===== config.mk =====
export PLATFORM = sky130hd
export DESIGN_NAME = clock_generator
export DESIGN_NICKNAME = d
export VERILOG_FILES = /design/src/rtl/clock_generator_pkg.sv /design/src/rtl/clock_generator_flipflop_112.sv /design/src/rtl/clock_generator.sv
export SDC_FILE = /design/constraint.sdc
export NUM_CORES = 1
export LEC_CHECK = 0
export ABC_CLOCK_PERIOD_IN_PS = 1850
export BUFFER_PORTS_ARGS = -buffer_cell sky130_fd_sc_hd__buf_2
export CORE_AREA = 2 2 39 41
export CTS_BUF_LIST = sky130_fd_sc_hd__clkbuf_16
export DETAILED_ROUTE_END_ITERATION = 10
export DIE_AREA = 0 0 41 43
export GPL_TIMING_DRIVEN = 1
export SLEW_MARGIN = 40
export SYNTH_ARGS = -nofsm -noshare
export SYNTH_HDL_FRONTEND = slang
export SYNTH_SLANG_ARGS = --single-unit

===== constraint.sdc =====
create_clock -name rawclk -period 1.85 [get_ports rawclk]
set_clock_uncertainty 0.05 [all_clocks]
set_input_delay 0.185 -clock rawclk [delete_from_list [all_inputs] [get_ports rawclk]]
set_output_delay 0.185 -clock rawclk [all_outputs]
set_load 0.005 [all_outputs]

===== src/rtl/clock_generator_pkg.sv =====
// Shared definitions for the four-phase clock generator: phase encodings
// of the Johnson pair and the output values driven while stopped.
package clock_generator_pkg;

  // Johnson pair {q1, q2}; each phase lasts one rawclk period.
  typedef enum logic [1:0] {
    P0 = 2'b10,
    P1 = 2'b11,
    P2 = 2'b01,
    P3 = 2'b00
  } phase_t;

  // Idle (stopped or in reset) output values.
  localparam logic [3:0] IDLE_PHASES = 4'b0000;  // {gc, gc2, gc3, gc4}
  localparam logic       IDLE_GC14   = 1'b1;
  localparam logic       IDLE_GP     = 1'b0;

  // Phase that ends a machine cycle; a stop may only take effect here.
  function automatic logic is_last_phase(input phase_t phase);
    return phase == P3;
  endfunction

endpackage


===== src/rtl/clock_generator_flipflop_112.sv =====
// Dual JK flip-flop with synchronous active-high set and clear per half.
// Clear wins over set; with neither asserted the JK table applies:
// 00 hold, 01 reset, 10 set, 11 toggle.
module flipflop_112 (
  input  logic j_a,
  input  logic k_a,
  input  logic clk_a,
  input  logic set_a,
  input  logic clr_a,
  output logic q_a,
  output logic qn_a,
  input  logic j_b,
  input  logic k_b,
  input  logic clk_b,
  input  logic set_b,
  input  logic clr_b,
  output logic q_b,
  output logic qn_b
);

  logic q_a_reg;
  logic q_b_reg;

  // Half A: clear, then set, then JK behaviour.
  always_ff @(posedge clk_a) begin
    if (clr_a) begin
      q_a_reg <= 1'b0;
    end else if (set_a) begin
      q_a_reg <= 1'b1;
    end else begin
      case ({j_a, k_a})
        2'b01:   q_a_reg <= 1'b0;
        2'b10:   q_a_reg <= 1'b1;
        2'b11:   q_a_reg <= ~q_a_reg;
        default: q_a_reg <= q_a_reg;
      endcase
    end
  end

  // Half B: clear, then set, then JK behaviour.
  always_ff @(posedge clk_b) begin
    if (clr_b) begin
      q_b_reg <= 1'b0;
    end else if (set_b) begin
      q_b_reg <= 1'b1;
    end else begin
      case ({j_b, k_b})
        2'b01:   q_b_reg <= 1'b0;
        2'b10:   q_b_reg <= 1'b1;
        2'b11:   q_b_reg <= ~q_b_reg;
        default: q_b_reg <= q_b_reg;
      endcase
    end
  end

  assign q_a  = q_a_reg;
  assign qn_a = ~q_a_reg;
  assign q_b  = q_b_reg;
  assign qn_b = ~q_b_reg;

endmodule


===== src/rtl/clock_generator.sv =====
// Four-phase machine-cycle clock generator. A Johnson pair (q1, q2) divides
// rawclk by four while the run flag is set; a pending-stop flag lets a halt
// or single step end the clock only after phase P3, so a machine cycle is
// never cut short. All state lives in two dual JK flip-flops.
module clock_generator
  import clock_generator_pkg::*;
(
  input  logic rawclk,
  input  logic reset,
  input  logic halt_n,
  input  logic step,
  input  logic run,
  output logic gc,
  output logic gc2,
  output logic gc3,
  output logic gc4,
  output logic gc14,
  output logic gp
);

  // Registered state from the flip-flops.
  logic q1, q1_n;
  logic q2, q2_n;
  logic running, running_n;
  logic stop_pending, stop_pending_n;

  // Decoded control.
  phase_t phase;
  logic   start;
  logic   start_step;
  logic   stop_now;

  // JK / set / clear controls for each flip-flop.
  logic q1_j, q1_k, q1_set, q1_clr;
  logic q2_j, q2_k, q2_set, q2_clr;
  logic run_j, run_k, run_set, run_clr;
  logic sp_j, sp_k, sp_set, sp_clr;

  assign phase = phase_t'({q1, q2});

  // Start and stop decisions, ordered reset > halt > step > run.
  always_comb begin
    start      = 1'b0;
    start_step = 1'b0;
    stop_now   = 1'b0;
    if (!running) begin
      // A low halt_n blocks any start while stopped.
      if (halt_n && (step || run)) begin
        start      = 1'b1;
        start_step = step;
      end
    end else begin
      stop_now = stop_pending && is_last_phase(phase);
    end
  end

  // Flip-flop drive: the Johnson pair advances only while running,
  // start loads P0 and a stop or reset returns everything to zero.
  always_comb begin
    // Phase bit q1 follows ~q2 while running, otherwise holds.
    q1_j    = running & q2_n;
    q1_k    = running & q2;
    q1_set  = start;
    q1_clr  = reset | stop_now;
    // Phase bit q2 follows q1 while running; start forces it low for P0.
    q2_j    = running & q1;
    q2_k    = running & q1_n;
    q2_set  = 1'b0;
    q2_clr  = reset | stop_now | start;
    // Run flag: set on start, cleared on stop; never toggled.
    run_j   = 1'b0;
    run_k   = 1'b0;
    run_set = start;
    run_clr = reset | stop_now;
    // Stop request: raised by a step or by a halt seen while running.
    // Clearing at the end of the cycle wins over a fresh halt.
    sp_j    = 1'b0;
    sp_k    = 1'b0;
    sp_set  = start_step | (running & stop_pending_n & ~halt_n);
    sp_clr  = reset | stop_now;
  end

  // Phase divider: half A is q1, half B is q2.
  flipflop_112 u_phase_ff (
    .j_a   (q1_j),
    .k_a   (q1_k),
    .clk_a (rawclk),
    .set_a (q1_set),
    .clr_a (q1_clr),
    .q_a   (q1),
    .qn_a  (q1_n),
    .j_b   (q2_j),
    .k_b   (q2_k),
    .clk_b (rawclk),
    .set_b (q2_set),
    .clr_b (q2_clr),
    .q_b   (q2),
    .qn_b  (q2_n)
  );

  // Control flags: half A is the run flag, half B the pending stop.
  flipflop_112 u_ctrl_ff (
    .j_a   (run_j),
    .k_a   (run_k),
    .clk_a (rawclk),
    .set_a (run_set),
    .clr_a (run_clr),
    .q_a   (running),
    .qn_a  (running_n),
    .j_b   (sp_j),
    .k_b   (sp_k),
    .clk_b (rawclk),
    .set_b (sp_set),
    .clr_b (sp_clr),
    .q_b   (stop_pending),
    .qn_b  (stop_pending_n)
  );

  // Output decode from registered state only; idle values while stopped.
  always_comb begin
    gc   = IDLE_PHASES[3];
    gc2  = IDLE_PHASES[2];
    gc3  = IDLE_PHASES[1];
    gc4  = IDLE_PHASES[0];
    gc14 = IDLE_GC14;
    gp   = IDLE_GP;
    if (!running_n) begin
      gc   = q1;
      gc2  = q2;
      gc3  = q1_n;
      gc4  = q2_n;
      // Low only in P2, where gc2 and gc3 are both high.
      gc14 = ~(q2 & q1_n);
      gp   = 1'b1;
    end
  end

endmodule


## Word-level counts from Yosys, hierarchy flattened

Cells that the tools add are included.

| operators by class | value |
|---|---|
| equal/unequal tests | 6 |
| muxes and demuxes | 14 |
| bitwise logic cells | 15 |
| reductions and logical operators | 6 |

Operators with widths:

| kind | count |
|---|---|
| 2-to-1 mux 1 bit | 12 |
| equality test 2 bit (second input constant) | 4 |
| bitwise AND 1 bit | 7 |
| one-hot mux 1 bit (3 select lines) | 2 |
| inverter 1 bit | 5 |
| equality test 2 x 1 -> 1 bit (second input constant) | 2 |
| nonzero test 4 bit | 1 |
| OR 1 bit | 3 |
| nonzero test 3 bit | 1 |
| logical AND 1 bit | 2 |
| logical NOT 2 bit | 1 |
| logical OR 1 bit | 1 |

| word-level totals | value |
|---|---|
| register bits | 4 |
| bits of input ports | 5 |

## Longest topological paths before layout

| depth | value |
|---|---|
| depth in word-level cells | 5 |
| depth in mapped cells | 3 |

## Modules after synthesis

From an unflattened synthesis, not the netlist that was laid out.

| second synthesis, totals | value |
|---|---|
| cells, all modules | 59 |
| area total of the unflattened synthesis | 464.2 µm² |

By module, submodules not included:

| module | times used | cells an instance | area each (µm²) | sequential area each (µm²) |
|---|---|---|---|---|
| flipflop_112 | 2 | 19 | 165.2 | 40.0 |
| clock_generator | 1 | 21 | 133.9 | 0.0 |

## Least setup slack after synthesis

No wires, ideal clock.

| timing | value |
|---|---|
| kind | register -> register |
| start | register u_ctrl_ff.q_a_reg (netlist: u_ctrl_ff.q_a) |
| end | register u_phase_ff.q_a_reg (netlist: u_phase_ff.q_a) |
| arrival time | 861 ps |
| path slack | 819 ps |
| stages on the path, launching flop included | 4 |
| buffers on the path | 0 |
| clock period less this slack | 1031 ps |
| cell sequence | dfxtp_1 inv_2 o211a_2 o31a_1 |

| on the way | value |
|---|---|
| longest elaborated chain between the ends | 4 |
| elaborated cells between the ends (all ways) | 11 |
| those cells by class | eq/ne: 3; mux: 4; bitwise: 3; reduce/logical: 1 |

RTL lines:

| item | RTL line | RTL |
|---|---|---|
| from (decl) | clock_generator_flipflop_112.sv:21 | `logic q_a_reg;` |
| from (signal assigned) | clock_generator_flipflop_112.sv:34 | `2'b11: q_a_reg <= ~q_a_reg;` |
| from (signal assigned) | clock_generator_flipflop_112.sv:35 | `default: q_a_reg <= q_a_reg;` |
| bitwise AND 1 bit, on equally long branches | clock_generator.sv:62, clock_generator.sv:61 |  |
| equality test 2 bit or equality test 2 x 1 -> 1 bit (tied branches) | clock_generator_flipflop_112.sv:31 | `case ({j_a, k_a})` |
| one-hot mux 1 bit (3 select lines) | clock_generator_flipflop_112.sv:31 |  |
| 2-to-1 mux 1 bit | clock_generator_flipflop_112.sv:28 | `end else if (set_a) begin` |
| to (signal assigned) | clock_generator_flipflop_112.sv:34 |  |
| to (signal assigned) | clock_generator_flipflop_112.sv:35 |  |
| to (decl) | clock_generator_flipflop_112.sv:21 |  |

Parallel ways exist; a longest one is shown, timed or not.
A chain may end at the register's enable or synchronous reset.

## Worst setup path in the final report

| timing | value |
|---|---|
| start | register u_ctrl_ff.q_a_reg (netlist: u_ctrl_ff.q_a) |
| end | output gc14 |

| on the way | value |
|---|---|
| longest elaborated chain between the ends | 1 |

RTL lines:

| item | RTL line | RTL |
|---|---|---|
| 2-to-1 mux 1 bit | clock_generator.sv:127 | `if (!running_n) begin` |
| to (decl) | clock_generator.sv:17 | `output logic gc14,` |

No other way between the ends.

==> summary.txt <==
Cells and area
  • P&R area growth vs syn: 70.7%
  • Share of cells above drive strength 1: 0.559
  • Layout Cell Area excl Fill: around 350 µm²
  • Antenna diodes: 0
  • Filler cells: 162
  • Reg area: 80.1 µm²
  • Footprint of the multi-input gates: 118 µm²
  • Final net count: 41

CTS
  • Post-cts hold buffer count: 0
  • Number of H-tree levels: 1
  • Clock latency on the worst-skew pair: 220 ps
  • Post-CTS Setup Bufs: 0
  • CTS root buffer: clkbuf_16
  • CTS tree: yes
  • Post_cts resized: 0
  • CTS sink cnt: 4
  • Clock Tree Buf Depth: 2
  • Num CTS Buffers: 3
  • Reg clk slew, reported paths: 30 ps

Drt
  • Highest Signal Layer: met4
  • WL/cell: 9.26 µm
  • # DRC: 0
  • M1 wire length: 226 µm
  • Drt initial violations: 1
  • Via count: 197
  • Final antenna-violating net count: 0
  • Final wirelength: 463 µm
  • DRT Pass-1 Iters: 2
  • Met3 wire length: 45 µm
  • Vias per inst: ~4
  • Met2 wire length: 172 µm

Yosys
  • Main synth FF type: dfxtp_1
  • Post-synth EDFFs: 0
  • Yosys top cell by area: dfxtp_1
  • Most common cell in the netlist: dfxtp_1
  • Top cells by count, synth: dfxtp_1, and2_2, nor2_1, o21a_1
  • Syn_area_per_cell: 9.77 µm²
  • Yosys cell types: 15
  • Synth Register Bits: 4
  • Synth Instances: 21
  • Post-synthesis cell area: between 200 and 250 µm²
  • Post-synth ARST share: 0
  • Syn_nets: 26
  • Ys Warns: 0
  • Post-synth top area share: 0.390
  • Seq/Total Area, Yosys: 0.390
  • Top cells by area, synth: dfxtp_1, a31oi_4, and2_2, o21a_1, nor2b_4

Critical path
  • Internal reg-to-reg setup slack: 750 ps
  • Critical path, cell by cell: inv_2 -> nor2_1 -> nand2_1 -> buf_2
  • Max incr delay on CP: 440 ps
  • Worst-path fanout max: 8
  • Setup crit start kind: flop
  • Crit-path slowest cell: dfxtp_1
  • Critical Path RT: 1620 ps
  • CP endpoint kind: primary output
  • Crit path kind: flop to primary output
  • CP Data Arrival Time: around 1100 ps

Global route
  • Initial antenna violation count: 0
  • Total grt overflow: 0
  • First-pass GRT wire length: 772 µm
  • Vias in the first global route: 196
  • GRT Util Overall: 0.0752
  • Largest net degree at the start of global routing: 9

Floorplan
  • Die ar.: 1760 µm²
  • Initial Util: 0.148
  • Core Region: 1380 µm²
  • I/O Pins: 11
  • Row count: 14
  • Die Wd: 41 µm
  • Die H: 43 µm

Job
  • Maxcap violations: 0

Power and ir drop
  • PnR Total Power: approximately 0.49 mW
  • Leakage dissipation: roughly 0.16 nW
  • Pwr Density: 1390 nW/µm²
  • Worst vdd ir: 0.276 mV

STA
  • Final Cycle Share: 0.700
  • Fin. max-slew vios: 0
  • Final setup violation count: 0
  • Max_slew headroom: 0.842
  • Final Hold Fails: 0
  • RSZ-0062 raised after global routing: false
  • Total negative setup slack: 0 ps
  • Minimum clock period: about 1300 ps
  • Fmax: 772 MHz
  • PnR worst setup slack: 555 ps
  • Worst slew pin tran: 237 ps

Place
  • IO Port Bufs: 10
  • Dpl cell area: 275 µm²
  • Final GP Congestion: 0.603
  • Post-place setup slack: about 760 ps

Hold path
  • Worst hold path type: primary input to flop

Outcome
  • Status: completed
[placed cells by master, fill, tap and decap left out, drive strengths merged]
cell type  count
nand3b         1
o21ai          1
a31oi          1
o31a           1
nand2          1
buf           10
and2           2
clkbuf         3
nor2b          1
o21a           2
nor2           2
o211a          1
inv            2
a21oi          1
dfxtp          4
nor3           1
[kinds of logic after synthesis]
kind of cell	Yosys count	share of synthesized area
flip-flops	4	0.390
buffers and inverters	2	0.0366
AO/OA/AOI/OAI	7	0.317
AND/OR/NAND/NOR	8	0.256
[layer usage]
layer / vias to the layer above / track usage
met5: - / 0
met4: 0 / 0.100
met3: 2 / 0.0471
met2: 11 / 0.0906
met1: 84 / 0.0703
li1: 100 / -
[worst paths after layout]
kind	startpoint	endpoint	cells after the start
worst max-delay path	u_ctrl_ff.q_a	gc14	4
worst min-delay path	reset	u_phase_ff.q_b	2
worst max register to register	u_ctrl_ff.q_a	u_phase_ff.q_a	3
worst min register to register	u_ctrl_ff.q_b	u_ctrl_ff.q_b	1
[final cells by class]
type,instances,share of cell area
well taps,16,0.0571
inverters,2,0.0214
repair buffers,10,0.143
clock buffers,3,0.214
flip-flops and latches,4,0.229
multi-input cells,15,0.336
[worst max-delay path: cells and delay by family (launching register included)]
family | cells | cell delay, ps
buf+inv | 2 | 210
flops | 1 | 440
simple gates | 2 | 190
[per-stage QoR]
stage	util	cells	hold slack (ps)
floorplan	-	21	214
global placement	0.199	47	368
detailed placement	0.199	47	370
CTS	0.253	50	138
global route	0.253	50	144
finish	0.253	50	140
[where the power goes]
group	internal [mW]	total (mW)	switching (mW)	leakage [nW]
sequential	0.0951	0.104	0.00923	0.0331
clock	0.276	0.336	0.0603	0.0370
combinational	0.0241	0.0457	0.0216	0.0854
(Power assumes the default switching activity.)
